--- src/rtl/vga_rx_if.sv ---
// VGA receive-side signal bundle: pixel strobe, active-low syncs and colour.
// The source drives the master modport, the monitor samples through slave.
interface vga_rx_if #(
  parameter int CD = 12
);
  logic          pix_en;
  logic          hsync;
  logic          vsync;
  logic [CD-1:0] rgb;

  modport master (output pix_en, hsync, vsync, rgb);
  modport slave  (input  pix_en, hsync, vsync, rgb);
endinterface

--- src/rtl/vga_rx_monitor.sv ---
// VGA timing monitor: measures line/frame geometry, checksums the active
// area, captures one pixel and tracks lock against the expected timing.
//
// state  | meaning
// SEARCH | no frame reference yet, waiting for the first vsync fall
// TRACK  | frame-aligned, counting consecutive clean frames
// LOCKED | two or more consecutive clean frames seen
module vga_rx_monitor #(
  parameter int CD       = 12,
  parameter int H_SYNC   = 96,
  parameter int H_BP     = 48,
  parameter int H_ACTIVE = 640,
  parameter int H_TOTAL  = 800,
  parameter int V_SYNC   = 2,
  parameter int V_BP     = 33,
  parameter int V_ACTIVE = 480,
  parameter int V_TOTAL  = 525
) (
  input  logic          clk,
  input  logic          rst_n,
  vga_rx_if.slave       vga,
  input  logic [9:0]    sample_x,
  input  logic [9:0]    sample_y,
  output logic          locked,
  output logic          frame_done,
  output logic          frame_ok,
  output logic [10:0]   line_len,
  output logic [10:0]   frame_lines,
  output logic [23:0]   checksum,
  output logic [CD-1:0] sample_rgb,
  output logic [7:0]    err_cnt
);

  localparam logic [10:0] H_A0  = 11'(H_SYNC + H_BP);
  localparam logic [10:0] H_A1  = 11'(H_SYNC + H_BP + H_ACTIVE);
  localparam logic [10:0] V_A0  = 11'(V_SYNC + V_BP);
  localparam logic [10:0] V_A1  = 11'(V_SYNC + V_BP + V_ACTIVE);
  localparam logic [10:0] H_TOT = 11'(H_TOTAL);
  localparam logic [10:0] V_TOT = 11'(V_TOTAL);
  localparam logic [10:0] CNT_MAX = 11'd2047;
  localparam int TIMEOUT = 2 * V_TOTAL * H_TOTAL;
  localparam int TO_W    = $clog2(TIMEOUT + 1);

  typedef enum logic [1:0] {SEARCH, TRACK, LOCKED} state_t;

  state_t         state, state_nx;
  logic [1:0]     good_cnt, good_nx;
  logic           err_inc;
  logic           emit;

  logic           hs_prev, vs_prev;
  logic [10:0]    hcnt, vcnt;
  logic [10:0]    h_inc, v_inc, h_pos, v_pos;
  logic [10:0]    ax, ay;
  logic           tick, hf, vf;
  logic           line_bad, bad, bad_next, frame_good;
  logic           active, hit, timeout;
  logic [23:0]    acc;
  logic [23:0]    rgb_ext;
  logic [TO_W-1:0] tmr;

  assign tick = vga.pix_en;
  assign hf   = tick & hs_prev & ~vga.hsync;
  assign vf   = tick & vs_prev & ~vga.vsync;

  // h_pos/v_pos are the coordinates of the current tick; the hf tick is column 0
  assign h_inc = (hcnt == CNT_MAX) ? CNT_MAX : hcnt + 11'd1;
  assign v_inc = (vcnt == CNT_MAX) ? CNT_MAX : vcnt + 11'd1;
  assign h_pos = hf ? 11'd0 : h_inc;
  assign v_pos = vf ? 11'd0 : (hf ? v_inc : vcnt);

  assign line_bad   = hf && (h_inc != H_TOT);
  assign bad_next   = bad | line_bad | (vf & ~hf);
  assign frame_good = !bad_next && (v_inc == V_TOT);

  assign active  = tick && (h_pos >= H_A0) && (h_pos < H_A1)
                        && (v_pos >= V_A0) && (v_pos < V_A1);
  assign ax      = h_pos - H_A0;
  assign ay      = v_pos - V_A0;
  assign hit     = active && (ax == {1'b0, sample_x}) && (ay == {1'b0, sample_y});
  assign rgb_ext = 24'(vga.rgb);
  assign timeout = tick && !vf && (tmr == TO_W'(1));

  assign locked  = (state == LOCKED);

  always_ff @(posedge clk or negedge rst_n) begin
    if (!rst_n) begin
      state    <= SEARCH;
      good_cnt <= 2'd0;
    end else begin
      state    <= state_nx;
      good_cnt <= good_nx;
    end
  end

  always_comb begin
    state_nx = state;
    good_nx  = good_cnt;
    err_inc  = 1'b0;
    emit     = 1'b0;
    if (vf) begin
      case (state)
        SEARCH: begin
          state_nx = TRACK;
          good_nx  = 2'd0;
        end
        TRACK: begin
          emit = 1'b1;
          if (frame_good) begin
            good_nx = good_cnt + 2'd1;
            if (good_cnt == 2'd1) state_nx = LOCKED;
          end else begin
            good_nx = 2'd0;
          end
        end
        LOCKED: begin
          emit = 1'b1;
          if (!frame_good) begin
            state_nx = TRACK;
            good_nx  = 2'd0;
            err_inc  = 1'b1;
          end
        end
        default: state_nx = SEARCH;
      endcase
    end else if (timeout) begin
      state_nx = SEARCH;
      good_nx  = 2'd0;
      err_inc  = (state == LOCKED);
    end
  end

  always_ff @(posedge clk or negedge rst_n) begin
    if (!rst_n) begin
      hs_prev     <= 1'b0;
      vs_prev     <= 1'b0;
      hcnt        <= '0;
      vcnt        <= '0;
      bad         <= 1'b0;
      acc         <= '0;
      tmr         <= '0;
      line_len    <= '0;
      frame_lines <= '0;
      checksum    <= '0;
      frame_ok    <= 1'b0;
      frame_done  <= 1'b0;
      sample_rgb  <= '0;
      err_cnt     <= '0;
    end else begin
      frame_done <= emit;
      if (tick) begin
        hs_prev <= vga.hsync;
        vs_prev <= vga.vsync;
        hcnt    <= h_pos;
        vcnt    <= v_pos;
        if (hf) line_len <= h_inc;
        // the vf tick's own pixel opens the new frame's sum
        if (vf) begin
          frame_lines <= v_inc;
          acc         <= active ? rgb_ext : 24'd0;
          bad         <= 1'b0;
          tmr         <= TO_W'(TIMEOUT);
        end else begin
          acc <= active ? acc + rgb_ext : acc;
          bad <= bad_next;
          if (tmr != '0) tmr <= tmr - TO_W'(1);
        end
        if (hit) sample_rgb <= vga.rgb;
      end
      if (emit) begin
        checksum <= acc;
        frame_ok <= frame_good;
      end
      if (err_inc && (err_cnt != 8'hFF)) err_cnt <= err_cnt + 8'd1;
    end
  end

endmodule

--- src/flat_wrapper.sv ---
// flat-port wrapper written by rule: the top's interface ports become plain ports
module vga_rx_monitor_flat 
#(
  parameter int CD       = 12,
  parameter int H_SYNC   = 96,
  parameter int H_BP     = 48,
  parameter int H_ACTIVE = 640,
  parameter int H_TOTAL  = 800,
  parameter int V_SYNC   = 2,
  parameter int V_BP     = 33,
  parameter int V_ACTIVE = 480,
  parameter int V_TOTAL  = 525
)
  (clk, rst_n, sample_x, sample_y, locked, frame_done, frame_ok, line_len, frame_lines, checksum, sample_rgb, err_cnt, vga_pix_en, vga_hsync, vga_vsync, vga_rgb);
  vga_rx_if #(.CD(CD)) vga_i ();
  input  logic clk;
  input  logic rst_n;
  input  logic [9:0] sample_x;
  input  logic [9:0] sample_y;
  output logic locked;
  output logic frame_done;
  output logic frame_ok;
  output logic [10:0] line_len;
  output logic [10:0] frame_lines;
  output logic [23:0] checksum;
  output logic [CD-1:0] sample_rgb;
  output logic [7:0] err_cnt;
  input wire logic [$bits(vga_i.pix_en)-1:0] vga_pix_en;
  input wire logic [$bits(vga_i.hsync)-1:0] vga_hsync;
  input wire logic [$bits(vga_i.vsync)-1:0] vga_vsync;
  input wire logic [$bits(vga_i.rgb)-1:0] vga_rgb;
  assign vga_i.pix_en = vga_pix_en;
  assign vga_i.hsync = vga_hsync;
  assign vga_i.vsync = vga_vsync;
  assign vga_i.rgb = vga_rgb;
  vga_rx_monitor #(.CD(CD), .H_SYNC(H_SYNC), .H_BP(H_BP), .H_ACTIVE(H_ACTIVE), .H_TOTAL(H_TOTAL), .V_SYNC(V_SYNC), .V_BP(V_BP), .V_ACTIVE(V_ACTIVE), .V_TOTAL(V_TOTAL)) u_core (.clk(clk), .rst_n(rst_n), .vga(vga_i), .sample_x(sample_x), .sample_y(sample_y), .locked(locked), .frame_done(frame_done), .frame_ok(frame_ok), .line_len(line_len), .frame_lines(frame_lines), .checksum(checksum), .sample_rgb(sample_rgb), .err_cnt(err_cnt));
endmodule
--- config.mk ---
export PLATFORM = sky130hd
export DESIGN_NAME = vga_rx_monitor_flat
export DESIGN_NICKNAME = d
export VERILOG_FILES = /design/src/rtl/vga_rx_if.sv /design/src/rtl/vga_rx_monitor.sv /design/src/flat_wrapper.sv
export SDC_FILE = /design/constraint.sdc
export NUM_CORES = 1
export LEC_CHECK = 0
export BUFFER_PORTS_ARGS = -buffer_cell sky130_fd_sc_hd__buf_2
export CAP_MARGIN = 20
export CORE_UTILIZATION = 40
export DETAILED_ROUTE_END_ITERATION = 7
export PLACE_DENSITY = 0.72
export SLEW_MARGIN = 5
export SYNTH_ARGS = -nofsm -noshare
export SYNTH_HDL_FRONTEND = slang
export SYNTH_SLANG_ARGS = --single-unit
--- constraint.sdc ---
create_clock -name clk -period 3.57 [get_ports clk]
set_input_delay 0.714 -clock clk [delete_from_list [all_inputs] [get_ports clk]]
set_output_delay 0.714 -clock clk [all_outputs]
set_load 0.05 [all_outputs]
==> results.json <==
{
  "synth_area_per_cell_um2": 9.56,
  "antenna_found_initial": 1,
  "placed_area_mm2": 0.00947,
  "grt_max_degree": 86,
  "globalRouteMet1Util_pct": 28.6,
  "hpwl_mm": 14.7,
  "worstSetupStartpoint": "u_core.hcnt[0]$_DFFE_PN0P_",
  "critPathMaxStageDelay_ns": 0.51,
  "clock_sinks": 141,
  "synth_seq_cells": 141,
  "violations": "setup timing",
  "rsz0062_at_grt": "true",
  "synth_area_mm2": 0.00794,
  "post-route-period-util_pct": 104,
  "vias": 7058,
  "crit_slowest_cell": "or4_4",
  "grt-ovfl-total": 0,
  "die_w_um": 143,
  "clk_pin_slew_ns": 0.07,
  "synth_nets": 894,
  "synth_simple_gate_area_share_pct": 19.0,
  "r2r-start": "u_core.hcnt[0]$_DFFE_PN0P_",
  "yosysMostFrequentCell": "dfrtp_1",
  "final_cell_count_no_fill": 1307,
  "p_per_area_mw_per_mm2": 598,
  "synthAdderAreaFrac_pct": 4.19,
  "grt_pass1_wl_mm": 34.8,
  "post_drt_wl_per_cell_um": 16.4,
  "path_class": "reg2reg",
  "clk_path_buf_depth": 2,
  "max-cap-violations": 0,
  "setup_violations": 12,
  "first_pass_iters": 5,
  "end_kind": "register",
  "crit_chain": "ha_2 -> and3_4 -> nand3_4 -> o21ai_4 -> a21oi_2 -> or2_4 -> buf_4 -> ha_1 -> nand2_1 -> or4_4 -> a31oi_4 -> o22ai_2 -> or2_1 -> a2111oi_4 -> buf_6 -> buf_12 -> mux2_1",
  "grt_pass1_vias": 6906,
  "p_total_mw": 6.19,
  "antenna_left": 0,
  "synthXorXnorAreaFrac_pct": 7.50,
  "ios": 106,
  "synthCells": 831,
  "skew_ns": 0.0110,
  "synth_top_flop_cell": "dfrtp_1",
  "reg2regPathDepth": 17,
  "yosys.area.top_type": "dfrtp_1",
  "cts_root_buf": "clkbuf_16",
  "synth_area_leaders": "dfrtp_1, xnor2_1, mux2_2, ha_1, nor2_1",
  "core_mm2": 0.0195,
  "cts_tree": "built",
  "grt_util_met2_pct": 35.9,
  "ir_drop_v": 0.000392,
  "numCtsBuffers": 17,
  "final_nets": 1091,
  "drt-total-wl_mm": 21.4,
  "ys_top_cells_by_count": "dfrtp_1, nor2_1, nand2_1",
  "path_max_fanout": 6,
  "die_area_mm2": 0.0204,
  "synth-compound-area-share_pct": 14.5,
  "yosys_warnings": 0,
  "postLayoutCellArea_mm2": 0.0103,
  "drive_gt1_share_pct": 32.1,
  "avgViaCountPerCell": 5.40,
  "grt_usage_pct": 21.9,
  "die_y_um": 143,
  "startpoint_type": "register",
  "dp_cells": 1264,
  "port_buffers": 105,
  "placementRows": 51,
  "critPathArrivalTime_ns": 4.03,
  "slew_headroom_pct": 46.3,
  "cts.htree.levels": 4,
  "ys_seq_area_share_pct": 44.4,
  "gp_congestion": 0.928,
  "synth_top_cell_area_share_pct": 44.4,
  "busiest_layer": "met2",
  "leakage_nw": 4.80,
  "synth_cell_type_count": 68,
  "initial_core_util_pct": 40.8,
  "required_ns": 3.88,
  "status": "complete, but fails checks",
  "met3_usage_pct": 4.12,
  "tightestPinTransition_ns": 0.805,
  "syn2layout_area_growth_pct": 30.2,
  "setup_slack_ns": -0.151,
  "min_period_ns": 3.72,
  "drt_iter0_drc": 399,
  "worstHoldPathType": "in2async",
  "synth_enable_flop_cells": 0,
  "final_max_slew_viol_count": 0,
  "cts_hold_buf": 0,
  "hold_viol_final": 0,
  "ys_async_sr_fraction_pct": 100,
  "clk_latency_ns": 0.43,
  "synth_top_family_by_area": "simple AND/OR/NAND/NOR gates",
  "drc": 0,
  "fmax_ghz": 0.269,
  "synthMuxAreaShare_pct": 6.68
}
## final cells by class
| cell class | count | area [um^2] |
|---|---|---|
| well taps | 265 | 332 |
| fillers | 1681 | 9120 |
| multi-input cells | 618 | 4360 |
| diodes | 1 | 2.50 |
| inverters | 31 | 116 |
| flip-flops and latches | 141 | 3530 |
| repair buffers | 219 | 1440 |
| clock inverters | 14 | 130 |
| clock buffers | 18 | 439 |
## worst max-delay path: cells and delay by family (launching register included)
kind	cells	cell delay (ns)
multiplexers	1	0.32
AO/OA/AOI/OAI	5	0.86
adder cells (fa/ha/maj)	2	0.33
flip-flops	1	0.39
AND/OR/NAND/NOR	6	1.28
buffers and inverters	3	0.41
## placed cells by master (no fill, tap or decap), types with 4 or more instances in the layout
cell type  netlist  final
o21a_1           5      5
and3_1          15     13
a21boi_0         4      4
a31oi_1         21     18
a21oi_2          0      4
ha_1            25     23
clkinv_4         0      5
nand2b_1         9      9
mux2_4           0      9
dfrtp_1        141    141
o21ai_0         48     46
buf_2            9    104
mux2i_1          8      8
a21o_1           5      5
buf_6            1      7
nor2_1          78     77
o211ai_1         7      7
o22ai_1          5      5
nand2_1         61     58
xnor2_1         48     48
nor3_1          28     27
a211oi_1        10      8
o31ai_1          6      6
xor2_1          20     20
inv_1           29     28
and2_1           5      4
nand3_1         22     21
a21oi_1         42     38
nor2b_1          9      9
clkbuf_16        0     17
nor4_1          14     13
mux2_2          30     29
buf_4            0    106
nand4_1         16     16
or3_1            9      8
## what timing repair did
action,CTS,global route
hold endpoints to repair,0,0
setup endpoints to repair,13,21
buffers inserted,7,5
pin swaps,1,5
gates cloned,1,0
resized for setup,33,18
## cells by family (layout without fill, tap and decap cells)
logic type / Yosys count / after routing
simple gates: 298 / 298
compound gates: 178 / 178
flops: 141 / 141
buf+inv: 72 / 282
xor+xnor: 68 / 68
mux: 48 / 48
fa+ha+maj: 26 / 26
other cells: 0 / 1
## routing by layer
metal,part of all wire [%],routed length (um)
met1,43,9230
met2,48,10200
met3,6.9,1470
met4,2.5,529
met5,0,0
## stage by stage
stage	setup slack (ns)	hold slack [ns]	TNS, ns	utilization (%)
6_report	-0.151	0.335	-1.60	53.1
3_5_place_dp	-0.402	0.463	-5.40	48.7
4_1_cts	-0.127	0.371	-1.30	52.7
2_1_floorplan	-0.208	0.418	-2.19	-
5_1_grt	-0.270	0.391	-3.00	53.1
3_3_place_gp	-0.367	0.455	-4.63	48.7
## state kept, by name (all words and copies together), names as in the netlist, 2 cells and up
| name | cells |
|---|---|
| u_core.acc | 24 |
| u_core.checksum | 24 |
| u_core.tmr | 20 |
| u_core.sample_rgb | 12 |
| u_core.frame_lines | 11 |
| u_core.hcnt | 11 |
| u_core.line_len | 11 |
| u_core.vcnt | 11 |
| u_core.err_cnt | 8 |
| u_core.good_cnt | 2 |
| u_core.state | 2 |
## path summary, 6_finish.rpt
| path | endpoint | slack, ns |
|---|---|---|
| setup / recovery | u_core.sample_rgb[10]$_DFFE_PN0P_ | -0.15 |
| hold / removal | u_core.sample_rgb[6]$_DFFE_PN0P_ | 0.34 |
| setup reg to reg | u_core.sample_rgb[10]$_DFFE_PN0P_ | -0.15 |
| hold reg to reg | u_core.checksum[22]$_DFFE_PN0P_ | 0.48 |
| max in group asynchronous | u_core.acc[16]$_DFFE_PN0P_ | 2.42 |
| min in group clk | u_core.checksum[22]$_DFFE_PN0P_ | 0.48 |
## report_power, final
group / internal [mW] / leakage (nW) / switching (mW) / total [mW]
registers: 1.88 / 1.86 / 0.215 / 2.09
logic: 0.921 / 2.65 / 1.46 / 2.38
clock network: 0.935 / 0.284 / 0.772 / 1.71
Note: power is estimated with default switching activity, not from simulation.
